===== src/rtl/hazard_scoreboard_pkg.sv =====
`default_nettype none
//==============================================================================
// Package  : hazard_scoreboard_pkg
// Desc     : Shared types and constants for the issue-side hazard scoreboard.
// Revision : 1.0 - initial release
//==============================================================================
package hazard_scoreboard_pkg;

  localparam int REG_IDX_W = 5;

  // One in-flight instruction: destination, whether it really writes a
  // register (rd_en and rd != x0), and whether its result is not yet on bypass.
  typedef struct packed {
    logic [REG_IDX_W-1:0] rd;
    logic                 wr;
    logic                 late;
  } sb_entry_t;

  // Width able to hold 0..depth inclusive (occupancy, flush count).
  function automatic int sb_cnt_w(input int depth);
    return $clog2(depth + 1);
  endfunction

endpackage
`default_nettype wire


===== src/rtl/hazard_scoreboard_match.sv =====
`default_nettype none
//==============================================================================
// Module   : sb_match
// Desc     : Youngest-producer lookup for one source operand. Reports blocked
//            when the youngest valid writer of the source is still late.
// Revision : 1.0 - initial release
//==============================================================================
module sb_match
  import hazard_scoreboard_pkg::*;
#(
  parameter int DEPTH = 4,
  parameter int PTR_W = $clog2(DEPTH),
  parameter int CNT_W = sb_cnt_w(DEPTH)
) (
  input  sb_entry_t            i_entries [DEPTH],
  input  logic [PTR_W-1:0]     i_head,
  input  logic [CNT_W-1:0]     i_occ,
  input  logic                 i_src_en,
  input  logic [REG_IDX_W-1:0] i_src,
  output logic                 o_blocked
);

  logic w_late_hit;

  // Walk oldest to youngest; the last match overwrites, so the youngest wins.
  always_comb begin
    w_late_hit = 1'b0;
    for (int k = 0; k < DEPTH; k++) begin
      if ((CNT_W'(k) < i_occ) &&
          i_entries[i_head + PTR_W'(k)].wr &&
          (i_entries[i_head + PTR_W'(k)].rd == i_src)) begin
        w_late_hit = i_entries[i_head + PTR_W'(k)].late;
      end
    end
  end

  // x0 is hard-wired and never creates a dependency.
  assign o_blocked = i_src_en && (i_src != '0) && w_late_hit;

endmodule
`default_nettype wire


===== src/rtl/hazard_scoreboard.sv =====
`default_nettype none
//==============================================================================
// Module   : hazard_scoreboard
// Desc     : In-order FIFO of in-flight destinations between ID and EXE.
//            Grants issue_ok when no enabled source depends on a late result.
// Options  : HAZARD_SB_STATS_EN adds stall_cycles / full_cycles counters.
// Revision : 1.0 - initial release
//==============================================================================
module hazard_scoreboard
  import hazard_scoreboard_pkg::*;
#(
  parameter int DEPTH = 4,
  parameter int CNT_W = sb_cnt_w(DEPTH)
) (
  input  logic                 clk,
  input  logic                 rst,
  input  logic                 id_valid,
  input  logic                 id_rs1_en,
  input  logic                 id_rs2_en,
  input  logic [REG_IDX_W-1:0] id_rs1,
  input  logic [REG_IDX_W-1:0] id_rs2,
  input  logic                 id_rd_en,
  input  logic [REG_IDX_W-1:0] id_rd,
  input  logic                 id_late,
  input  logic                 exe_ready,
  output logic                 issue_ok,
  input  logic                 res_valid,
  input  logic [REG_IDX_W-1:0] res_rd,
  input  logic                 wb_retire,
  input  logic [CNT_W-1:0]     flush_n,
  output logic [CNT_W-1:0]     occupancy,
  output logic                 full,
  output logic                 empty,
  output logic                 err
`ifdef HAZARD_SB_STATS_EN
  ,
  output logic [31:0]          stall_cycles,
  output logic [31:0]          full_cycles
`endif
);

  localparam int PTR_W = $clog2(DEPTH);

  sb_entry_t        r_entries     [DEPTH];
  sb_entry_t        w_entries_nxt [DEPTH];
  logic [PTR_W-1:0] r_head, r_tail, w_head_nxt, w_tail_nxt;
  logic [CNT_W-1:0] r_occ, w_occ_ret, w_flush_amt, w_occ_nxt;
  logic             r_err, w_err_nxt;
  logic             w_pop, w_res_hit, w_fire, w_wr, w_blk1, w_blk2;

  sb_match #(.DEPTH(DEPTH), .PTR_W(PTR_W), .CNT_W(CNT_W)) u_match_rs1 (
    .i_entries (r_entries),
    .i_head    (r_head),
    .i_occ     (r_occ),
    .i_src_en  (id_rs1_en),
    .i_src     (id_rs1),
    .o_blocked (w_blk1)
  );

  sb_match #(.DEPTH(DEPTH), .PTR_W(PTR_W), .CNT_W(CNT_W)) u_match_rs2 (
    .i_entries (r_entries),
    .i_head    (r_head),
    .i_occ     (r_occ),
    .i_src_en  (id_rs2_en),
    .i_src     (id_rs2),
    .o_blocked (w_blk2)
  );

  assign full      = (r_occ == CNT_W'(DEPTH));
  assign empty     = (r_occ == '0);
  assign occupancy = r_occ;
  assign err       = r_err;
  // Full is the pre-edge value, so a same-cycle retire never frees a slot for issue.
  assign issue_ok  = !rst && id_valid && !w_blk1 && !w_blk2 && !full && (flush_n == '0);
  assign w_fire    = issue_ok && exe_ready;
  assign w_wr      = id_rd_en && (id_rd != '0);

  // Next state applied in order: retire pop, late clear, flush rewind, issue push.
  always_comb begin
    w_entries_nxt = r_entries;
    w_err_nxt     = r_err;
    w_pop         = 1'b0;
    w_res_hit     = 1'b0;

    if (wb_retire) begin
      if (r_occ == '0) begin
        w_err_nxt = 1'b1;
      end else begin
        w_pop = 1'b1;
        if (r_entries[r_head].late) w_err_nxt = 1'b1;
        w_entries_nxt[r_head] = '0;
      end
    end
    w_occ_ret  = r_occ - CNT_W'(w_pop);
    w_head_nxt = r_head + PTR_W'(w_pop);

    // Oldest matching late producer is the one whose result just appeared.
    if (res_valid) begin
      for (int k = 0; k < DEPTH; k++) begin
        if (!w_res_hit && (CNT_W'(k) < w_occ_ret) &&
            r_entries[w_head_nxt + PTR_W'(k)].late &&
            (r_entries[w_head_nxt + PTR_W'(k)].rd == res_rd)) begin
          w_entries_nxt[w_head_nxt + PTR_W'(k)].late = 1'b0;
          w_res_hit = 1'b1;
        end
      end
      if (!w_res_hit) w_err_nxt = 1'b1;
    end

    if (flush_n > w_occ_ret) begin
      w_flush_amt = w_occ_ret;
      w_err_nxt   = 1'b1;
    end else begin
      w_flush_amt = flush_n;
    end
    w_tail_nxt = r_tail - PTR_W'(w_flush_amt);

    // Every issued instruction takes a slot, even if it writes nothing.
    if (w_fire) begin
      w_entries_nxt[w_tail_nxt] = '{rd: id_rd, wr: w_wr, late: id_late && w_wr};
      w_tail_nxt = w_tail_nxt + PTR_W'(1);
    end
    w_occ_nxt = w_occ_ret - w_flush_amt + CNT_W'(w_fire);
  end

  // Scoreboard state register; reset discards every entry.
  always_ff @(posedge clk) begin
    if (rst) begin
      for (int i = 0; i < DEPTH; i++) r_entries[i] <= '0;
      r_head <= '0;
      r_tail <= '0;
      r_occ  <= '0;
      r_err  <= 1'b0;
    end else begin
      r_entries <= w_entries_nxt;
      r_head    <= w_head_nxt;
      r_tail    <= w_tail_nxt;
      r_occ     <= w_occ_nxt;
      r_err     <= w_err_nxt;
    end
  end

`ifdef HAZARD_SB_STATS_EN
  logic [31:0] r_stall_cycles, r_full_cycles;

  // Saturating counters: pure RAW stalls and cycles lost to a full scoreboard.
  always_ff @(posedge clk) begin
    if (rst) begin
      r_stall_cycles <= '0;
      r_full_cycles  <= '0;
    end else begin
      if (id_valid && !issue_ok && (flush_n == '0) && !full && (r_stall_cycles != '1))
        r_stall_cycles <= r_stall_cycles + 32'd1;
      if (id_valid && full && (r_full_cycles != '1))
        r_full_cycles <= r_full_cycles + 32'd1;
    end
  end

  assign stall_cycles = r_stall_cycles;
  assign full_cycles  = r_full_cycles;
`endif

endmodule
`default_nettype wire

===== config.mk =====
export PLATFORM = sky130hd
export DESIGN_NAME = hazard_scoreboard
export DESIGN_NICKNAME = d
export VERILOG_FILES = /design/src/rtl/hazard_scoreboard_pkg.sv /design/src/rtl/hazard_scoreboard_match.sv /design/src/rtl/hazard_scoreboard.sv
export SDC_FILE = /design/constraint.sdc
export NUM_CORES = 1
export LEC_CHECK = 0
export BUFFER_PORTS_ARGS = -buffer_cell sky130_fd_sc_hd__buf_2
export CELL_PAD_IN_SITES_DETAIL_PLACEMENT = 1
export CELL_PAD_IN_SITES_GLOBAL_PLACEMENT = 2
export CORE_ASPECT_RATIO = 0.75
export CORE_MARGIN = 10
export CORE_UTILIZATION = 36
export CTS_CLUSTER_SIZE = 8
export DETAILED_ROUTE_END_ITERATION = 6
export GPL_ROUTABILITY_DRIVEN = 0
export GPL_TIMING_DRIVEN = 0
export PLACE_DENSITY_LB_ADDON = 0.25
export SLEW_MARGIN = 20
export SYNTH_ARGS = -nofsm -noshare
export SYNTH_HDL_FRONTEND = slang
export SYNTH_HIERARCHICAL = 1
export SYNTH_SLANG_ARGS = --single-unit
export TNS_END_PERCENT = 5

===== constraint.sdc =====
create_clock -name clk -period 5.9 [get_ports clk]
set_clock_uncertainty 0.2 [all_clocks]
set_input_delay 0.295 -clock clk [delete_from_list [all_inputs] [get_ports clk]]
set_output_delay 0.295 -clock clk [all_outputs]
set_load 0.1 [all_outputs]

Word level (Yosys, flattened, before mapping) --
Cells that the tools add are included.
Word-level totals: register bits after elaboration 36, input bits 33, word-level logic and storage cells 207, output and inout port bits 7
Cells by class: $lt $le $gt $ge 24, bitwise gates (word level) 11, mux-type cells 78, eq/ne operators 13, add/subtract/negate cells 12, reductions and logical operators 53
Operators by type and width (count):
- $mux 28 | 11
- $bwmux 28 | 5
- $mux 7 | 18
- $bmux 7 s2 | 8
- $demux 7 s2 | 6
- $eq 5x5->1 | 12
- $logic_and 1x1->1 | 41
- $and 28x28->28 | 1
- $mux 1 | 28
- $not 28->28 | 1
- $ge 3x3->1 const B | 9
- $not 2->3 | 9
- $lt 3x1->1 const B | 6
- $reduce_bool 5->1 | 3
- $lt 1x3->1 const A | 4
- $lt 2x3->1 const A | 4
- $add 2x2->2 const B | 4
- $logic_not 1->1 | 7
- $add 2x1->2 const B | 3
- $logic_not 3->1 | 2
- $add 3x1->3 | 1
- $eq 3x3->1 const B | 1
- $gt 3x3->1 | 1
- $mux 3 | 1
- other kinds (5) | 5

Logic depth before layout (Yosys ltp) --
Gate-level depths: netlist of run 1.
depth in word-level cells 33, gate-level depth with buffers 22, mapped depth without buffers 20

Cells and area by module --
Netlist of run 1, hierarchy kept.
Modules (own cells, without submodules):
- hazard_scoreboard | cells each 416, seq. area each 720.7 um^2, instances 1, area each 3308.2 um^2
- sb_match | cells each 123, seq. area each 0.0 um^2, instances 2, area each 1024.7 um^2

Worst setup path before layout of run 1 --
Ideal clock, no wire load.
path kind reg-to-reg, start point reg r_occ[2], in the netlist occupancy[2], end point reg r_occ[2], in the netlist occupancy[2], library setup time 70 ps, path buffers 0, arrival time 6288 ps, stages on the path, launching flop included 18, slack -659 ps, required time 5630 ps, clock period less this slack 6559 ps, path through dfxtp_1 -> nand3_1 -> or4_1 -> o221ai_1 -> a21oi_1 -> nor2_1 -> nand2_1 -> nor3_1 -> and2_1 -> inv_1 -> ha_1 -> inv_1 -> ha_1 -> inv_1 -> fa_1 -> xor2_1 -> or3_1 -> a21oi_1
Between the ends: word-level cells in the longest chain between the ends 15, elaborated cells on any way between the ends 43, classes of those cells add/sub: 3; order compare: 5; eq/ne: 1; mux: 11; reduce/logical: 23
Ends and longest elaborated chain:
- from (decl) | line hazard_scoreboard.sv:47 | logic [CNT_W-1:0] r_occ, w_occ_ret, w_flush_amt, w_occ_nxt;
- from (signal assigned) | line hazard_scoreboard.sv:138 | r_occ <= w_occ_nxt;
- $lt 1x3->1 | line hazard_scoreboard_match.sv:29 | if ((CNT_W'(k) < i_occ) &&
- $logic_and 1x1->1 | line hazard_scoreboard_match.sv:29
- $logic_and 1x1->1 | line hazard_scoreboard_match.sv:30 | i_entries[i_head + PTR_W'(k)].wr &&
- $mux 1 (3 in a row) | line hazard_scoreboard_match.sv:29
- $mux 1 * | line hazard_scoreboard_match.sv:29
- $logic_and 1x1->1 * | line hazard_scoreboard_match.sv:38 | assign o_blocked = i_src_en && (i_src != '0) && w_late_hit;
- via w_blk1 | line hazard_scoreboard.sv:49 | logic w_pop, w_res_hit, w_fire, w_wr, w_blk1, w_blk2;
- $logic_not 1->1 * | line hazard_scoreboard.sv:74 | assign issue_ok = !rst && id_valid && !w_blk1 && !w_blk2 && !full && (flush_n == '0);
- $logic_and 1x1->1 * (4 in a row) | line hazard_scoreboard.sv:74
- via issue_ok | line hazard_scoreboard.sv:26 | output logic issue_ok,
- $logic_and 1x1->1 * | line hazard_scoreboard.sv:75 | assign w_fire = issue_ok && exe_ready;
- $add 3x1->3 * | line hazard_scoreboard.sv:123 | w_occ_nxt = w_occ_ret - w_flush_amt + CNT_W'(w_fire);
The timed path passes the listed nets; every way through them passes the cells marked *. A chain may end at the register's enable or synchronous reset.

Worst setup path after layout of run 1 --
start point reg r_occ[0], in the netlist occupancy[0], end point reg r_entries[7] (netlist name)
Between the ends: word-level cells in the longest chain between the ends 32, elaborated cells on any way between the ends 132, classes of those cells add/sub: 6; order compare: 19; eq/ne: 5; mux: 55; bitwise: 5; reduce/logical: 42
Ends and longest elaborated chain:
- $logic_not 3->1 | line hazard_scoreboard.sv:86 | if (r_occ == '0) begin
- $mux 1 | line hazard_scoreboard.sv:86
- $mux 1 | line hazard_scoreboard.sv:85 | if (wb_retire) begin
- $add 2x1->2 | line hazard_scoreboard.sv:95 | w_head_nxt = r_head + PTR_W'(w_pop);
- $not 2->3 (not written as such) | line hazard_scoreboard.sv:101, hazard_scoreboard.sv:102, hazard_scoreboard.sv:103
- $bmux 7 s2 | line hazard_scoreboard.sv:101, hazard_scoreboard.sv:102
- $mux 7 (not written as such) (2 in a row) | line hazard_scoreboard.sv:102 | (r_entries[w_head_nxt + PTR_W'(k)].rd == res_rd)) begin
- $eq 5x5->1 or $logic_and 1x1->1 (tied branches) | line hazard_scoreboard.sv:102, hazard_scoreboard.sv:100
- [... 14 more ...]
- $mux 1 | line hazard_scoreboard.sv:98 | if (res_valid) begin
- $logic_not 1->1 | line hazard_scoreboard.sv:100 | if (!w_res_hit && (CNT_W'(k) < w_occ_ret) &&
- $logic_and 1x1->1 (2 in a row) | line hazard_scoreboard.sv:100
- $logic_and 1x1->1 | line hazard_scoreboard.sv:101 | r_entries[w_head_nxt + PTR_W'(k)].late &&
- $mux 28 | line hazard_scoreboard.sv:100
- $mux 28 | line hazard_scoreboard.sv:98
- $bwmux 28 | line hazard_scoreboard.sv:120 | w_entries_nxt[w_tail_nxt] = '{rd: id_rd, wr: w_wr, late: id_late && w_wr};
- $mux 28 * | line hazard_scoreboard.sv:119 | if (w_fire) begin
- to (signal assigned) | line hazard_scoreboard.sv:135 | r_entries <= w_entries_nxt;
- to (decl) | line hazard_scoreboard.sv:44 | sb_entry_t r_entries [DEPTH];
Mark *: on every way between the ends. The rest lies on a longest branch, timed or not. The select of a mux whose other input is x is not followed.

==> out/metrics.csv, run 1 <==
metric,value,unit
"Data arrival, critical path",5.47,ns
sequential power share,16.2,%
min cycle time layout,5.47,ns
Post-DP HPWL,16000,um
initial core utilization,36.9,%
H-tree depth,2,
fmax,0.183,GHz
post-CTS sizing,0,
worst hold margin,0.101,ns
Setup Buffers After CTS,0,
Max-slew headroom,34.0,%
grt ovf,0,
"Slowest-stage cell, CP",a2111oi_0,
Hold Buf Count CTS,0,
GRT Overall Usage,20.4,%
Layout Cells excl Fill,899,
WL/cell,24.0,um
die outline height,126,um
"commonest non-fill, non-tap cell in the layout",nand2_1,
cell count after synthesis,662,
Cells after DPL,891,
layout cells sized above 1,17.0,%
power density cells,352,nW/um2
clock tree buffer depth,2,
hold crit path type,in2reg,
Internal,978,uW
clock root cell,clkbuf_16,
die area,20200,um2
crit-path most repeated cell,ha_1,
Ant. Diodes,0,
"commonest cells after routing, fill and taps aside","63 x nand2_1, 52 x mux2i_1, 45 x nand3_1",
Starting DRT DRC Count,435,
clk slew on worst S/H paths,0.06,ns
Fin. Hold Viols,0,
largest net degree at the start of global routing,16,
Num CTS Buffers,5,
Lkg Pwr,2.04,nW
Site Rows,38,
CTS tree,yes,
Syn-to-layout area delta,10.9,%
CP max stage delay,0.82,ns
DRC Markers,0,
library cells used by synthesis,73,
"Async S/R FF share, synth",0,%
r2r worst-path depth,17,
IO Pins,40,
Mapped Area,5360,um2
# setup viols final,0,
maximum VDD drop,0.203,mV
logic gate share of total power,69.3,%
Post-Synth Simple-Gate Area,26.0,%
Crit Path Class,reg2reg,
endpoint type of the worst setup path,register,
Synth Register Bits,36,
Slew @ Worst Pin,0.965,ns
CP required,5.90,ns
final cycle utilization of the critical path,92.7,%
outcome,"finished, final reports clean",
Post-DRT Antenna Nets,0,
CP Cell Sequence,"nand2b_1, nor2_1, ha_1, xnor2_1, ha_1, a31oi_1, o21ai_0, ha_1, xor2_1, xnor2_1, ha_1, and3_1, clkbuf_1, a2111oi_0, o211ai_1, a41o_1, o211ai_1",
syn_area_per_cell,8.09,um2
"EDFF count, synth",0,
vias in the first global route,5768,
placed instance area,5770,um2
Vias/cell,6.28,
Mapped Nets,709,
warning count from the yosys run,6,
total wire length,21600,um
Die Wd,161,um
Clk network pwr share,14.6,%
first-pass GRT wire length,33900,um
worst skew pair latency,0.28,ns
XOR/XNOR Fraction of Synth Area,9.79,%
"Top FF cell, synth",dfxtp_1,
sw frac,53.2,%
CTS sink cnt,36,
Sw Pwr,1.11,mW
post-synthesis mux area share,21.9,%
startpoint types,register,
Compound-Gate Fraction of Synth Area,18.2,%
sequential area share after synthesis,13.5,%
via count,5646,
post-route setup TNS,0,ns
main combinational cell family by area after synthesis,simple AND/OR/NAND/NOR gates,
R2R Setup Slk,0.43,ns
Max Cap Violations,0,
synthesized-area fraction occupied by adder cells,3.41,%
initial antenna violation count,0,
CP Max Fanout,11,
PortBufs,29,
final slew viol count,0,
core area,14500,um2
iteration count of the initial detailed-routing pass,5,
hold path cells,3,
RSZ-0062 raised after global routing,false,
Final nets,745,
post-route cell area,5940,um2
[final timing paths]
kind	to	from
worst max-delay path	r_entries[7]	occupancy[0]
worst min-delay path	r_entries[5]	id_rd[3]
worst max register to register	r_entries[7]	occupancy[0]
worst min register to register	err	err
[sequential cells by signal, summed over array words and instances, names as in the netlist]
register and count:
err 1, r_tail 2, r_entries 28, occupancy 3
r_head 2
[cell type report]
| type | count | area [um2] |
|---|---|---|
| Sequential cell | 36 | 727 |
| Buffer | 50 | 294 |
| Timing Repair Buffer | 29 | 145 |
| Clock inverter | 2 | 35.0 |
| Inverter | 25 | 93.8 |
| Clock buffer | 6 | 129 |
| Fill cell | 1765 | 8560 |
| Multi-Input combinational cell | 551 | 4270 |
| Tap cell | 200 | 250 |
[per-stage QoR]
step	utilization [%]	power (mW)	worst slack (ns)
after floorplan	-	1.40	-0.498
after global placement	39.8	1.73	0.601
after detailed placement	39.8	1.76	0.563
after CTS	40.9	2.07	0.527
after global routing	41.0	2.24	0.119
final	41.0	2.09	0.433
[metal layers]
| layer | wire length, um | up-vias | share of wire [%] | GRT usage, % |
|---|---|---|---|---|
| li1 | - | 2553 | - | - |
| met1 | 10300 | 2879 | 48 | 30.2 |
| met2 | 9690 | 191 | 45 | 31.5 |
| met3 | 1380 | 23 | 6.4 | 2.86 |
| met4 | 200 | 0 | 0.93 | 2.51 |
| met5 | 0 | - | 0 | 0 |
[cell families (layout without fill, tap and decap cells)]
logic type,Yosys count,after routing
flip-flops,36,36
adder cells (fa/ha/maj),14,14
AND/OR/NAND/NOR,252,252
AO/OA/AOI/OAI,140,140
buffers and inverters,75,112
XOR/XNOR,59,59
multiplexers,86,86
[power groups by stage]
stage | Sequential, mW | Combinational (mW) | Clock (mW)
floorplan | 0.381 | 1.02 | 0
global placement | 0.340 | 1.39 | 0
detailed placement | 0.343 | 1.42 | 0
CTS | 0.337 | 1.43 | 0.305
global route | 0.342 | 1.58 | 0.317
finish | 0.338 | 1.45 | 0.304
[cell usage after synthesis (6+ instances only)]
cell type	n	area share [%]
a211oi_1	15	2.1
a21oi_1	37	3.5
and3_1	17	2.0
and4_1	11	1.8
buf_2	15	1.4
buf_4	6	0.84
clkbuf_1	16	1.1
dfxtp_1	36	13
ha_1	13	3.0
inv_1	22	1.5
mux2_2	8	1.7
mux2i_1	54	10
mux4_2	21	8.8
nand2_1	63	4.4
nand2b_1	12	1.4
nand3_1	45	4.2
nand4_1	9	1.1
nor2_1	30	2.1
nor3_1	21	2.0
o211ai_1	6	0.84
o21ai_0	19	1.8
or3_1	8	0.93
or4_1	8	1.1
xnor2_1	43	7.0
xor2_1	15	2.5
[worst max-delay path: cells and delay by family, from the launching register on]
family	cells	cell delay, ns
adders and majority gates	4	1.06
buffers and inverters	1	0.23
and+or+nand+nor	3	0.40
DFF	1	0.55
xor gates and xnor gates	3	0.84
AOI/OAI and AO/OA	6	2.08
No activity file was read; power rests on OpenSTA's default activity.
==> run 2: changes to the inputs <==
- BUFFER_PORTS_ARGS: -buffer_cell sky130_fd_sc_hd__buf_2 -> not set
- DONT_BUFFER_PORTS: not set -> 1
- SYNTH_HIERARCHICAL: 1 -> not set
==> run 2 against run 1 <==
  * Synthesized cell count is 20% lower
  * Hold slack worse by 0.077 ns
  * Global-route usage is 2.0 points lower
  * Clock power is 14% lower
  * Via count is 22% lower
  * Die area is 10% lower
  * Critical path type unchanged
  * Largest cell class unchanged
  * Highest routed layer unchanged
==> out/metrics.csv, run 2 <==
metric,value,unit
outcome,"finished, final reports clean",
Synth top area share,17.2,%
Die Wd,152,um
Final WS setup,0.299,ns
Biggest register,r_entries,
via count,4396,
iteration count of the initial detailed-routing pass,4,
grt ovf,0,
H-tree depth,2,
"top cells by area, synth","mux4_2 17%, dfxtp_1 15%, xnor2_1 7.3%",
power density cells,365,nW/um2
Mapped Nets,582,
"Async S/R FF share, synth",0,%
clock tree buffer depth,2,
Num CTS Buffers,5,
final slew viol count,0,
Max-slew headroom,32.1,%
"Data arrival, critical path",5.60,ns
# setup viols final,0,
maximum VDD drop,0.162,mV
cell count after synthesis,528,
final core utilization,40.3,%
die outline height,119,um
final cycle utilization of the critical path,94.9,%
worst skew pair latency,0.28,ns
total wire length,17400,um
syn_area_per_cell,8.91,um2
"Slowest-stage cell, CP",mux4_1,
Synth Register Bits,36,
largest net degree at the start of global routing,13,
"count leader, synth",xnor2_1,
startpoint types,register,
CTS sink cnt,36,
library cells used by synthesis,62,
CP max stage delay,0.62,ns
Site Rows,36,
warning count from the yosys run,0,
crit path from,r_head[0],
clock root cell,clkbuf_16,
Fillers,1550,
"commonest non-fill, non-tap cell in the layout",xnor2_1,
"EDFF count, synth",0,
crit-path most repeated cell,ha_1,
CP Max Fanout,10,
Post-DP HPWL,13300,um
min cycle time layout,5.60,ns
Ant. Diodes,0,
Fin. Hold Viols,0,
Final nets,599,
Max Cap Violations,0,
initial antenna violation count,0,
post-CTS sizing,0,
"Top FF cell, synth",dfxtp_1,
CP required,5.90,ns
Setup WS pre-CTS,0.104,ns
post-route setup TNS,0,ns
WL/cell,24.3,um
Post-DRT Antenna Nets,0,
Lkg Pwr,1.75,nW
initial core utilization,36.5,%
CP Cell Sequence,"buf_4, buf_6, buf_4, inv_2, ha_1, buf_6, mux4_1, xnor2_1, nand4_1, o311a_1, or4_4, a221oi_4, inv_1, ha_1, inv_1, ha_1, fa_1, xnor2_1, or3_1, a21oi_1",
max reg flops,28,
clk slew on worst S/H paths,0.06,ns
Mapped Area,4710,um2
Setup crit end,occupancy[2],
"commonest cells after routing, fill and taps aside","39 x xnor2_1, 36 x a21oi_1, 36 x mux4_2, 36 x dfxtp_1, 34 x nand2_1",
RSZ-0062 raised after global routing,false,
PortBufs,0,
R2R Setup Slk,0.30,ns
Crit Path Class,reg2reg,
hold crit path type,in2reg,
first-pass GRT wire length,27100,um
cell taking the most area after synthesis,mux4_2,
r2r worst-path depth,20,
Commonest cells post-synth,"39 x xnor2_1, 36 x a21oi_1, 36 x dfxtp_1, 36 x mux4_2, 34 x nand2_1",
sequential area share after synthesis,15.3,%
endpoint type of the worst setup path,register,
layout cells sized above 1,17.4,%
Starting DRT DRC Count,326,
Syn-to-layout area delta,10.4,%
Slew @ Worst Pin,1.02,ns
reg2reg start,r_head[0],
DRC Markers,0,
r2r endpoint,occupancy[2],
core area,12900,um2
CTS tree,yes,
vias in the first global route,4558,
Vias/cell,6.13,
GRT Overall Usage,18.4,%
die area,18100,um2
IO Pins,40,
fmax,0.179,GHz
## run 2: changes by cell type in the layout (fill, tap and decap cells not counted), moves of 16 or more
cell and delta:
buf_2 -31, and3_1 -16, nor2_1 -17, nand2_1 -29, mux2i_1 -38, nand3b_1 +26
nand3_1 -30
## run 2: logic make-up after synthesis
| logic type | Yosys count | share of synthesized area [%] |
|---|---|---|
| AO/OA/AOI/OAI | 88 | 13.4 |
| XOR/XNOR | 67 | 12.6 |
| adder cells (fa/ha/maj) | 21 | 5.74 |
| buffers and inverters | 82 | 8.43 |
| flip-flops | 36 | 15.3 |
| multiplexers | 54 | 22.4 |
| AND/OR/NAND/NOR | 180 | 22.0 |
## run 2: where the power goes
part | switching (mW) | internal, mW | leakage, nW
Clock | 0.106 | 0.156 | 0.0736
Sequential | 0.0862 | 0.268 | 0.292
Combinational | 0.752 | 0.531 | 1.38
Total | 0.943 | 0.955 | 1.75
## run 2: worst max-delay path: cells and delay by family, from the launching register on
kind,cells,cell delay [ns]
XOR/XNOR,2,0.33
AO/OA/AOI/OAI,3,0.85
buffers and inverters,7,0.94
flip-flops,1,0.38
adder cells (fa/ha/maj),4,1.22
multiplexers,1,0.62
AND/OR/NAND/NOR,3,0.95
## run 2: stage by stage
stage	cell area, um2	total power [mW]	instances	hold WS (ns)
3_3_place_gp	4920	1.55	699	0.234
6_report	5200	1.90	717	0.0239
5_1_grt	5200	2.04	717	0.0410
3_5_place_dp	4990	1.64	702	0.241
4_1_cts	5180	1.90	715	0.0227
2_1_floorplan	4710	1.32	528	0.231
## run 2: layout make-up
type / instances / area (um2) / area share [%]
plain buffers: 58 / 307 / 5.90
clock buffers: 5 / 125 / 2.41
clock inverters: 3 / 18.8 / 0.361
inverters: 24 / 90.1 / 1.73
multi-input cells: 410 / 3610 / 69.5
flip-flops and latches: 36 / 721 / 13.9
well taps: 171 / 214 / 4.12
repair buffers: 10 / 111 / 2.14
## run 2: worst min path at each step
| stage | startpoint | endpoint | depth (start not counted) |
|---|---|---|---|
| after detailed placement | id_rd[1] | r_entries[17] | 2 |
| after floorplan | id_rd[1] | r_entries[10] | 2 |
| after CTS | res_valid | err | 2 |
| final | res_valid | err | 2 |
| after global placement | id_rd[0] | r_entries[2] | 2 |
| after global routing | res_valid | err | 2 |
## run 2: metal layers
layer  GRT usage, %  vias to the layer above  share of wire, %
met5              0                        -                 0
met4           2.76                        0              0.92
met3           3.09                       10               5.5
met2           29.1                      124                46
met1           26.1                     2252                48
li1               -                     2010                 -
## run 2: repair_timing
action                                  in CTS  in global routing
buffers inserted                             0                  2
hold endpoints to repair                    20                  0
endpoints found under the setup margin       0                  1
hold buffers                                 5                  0
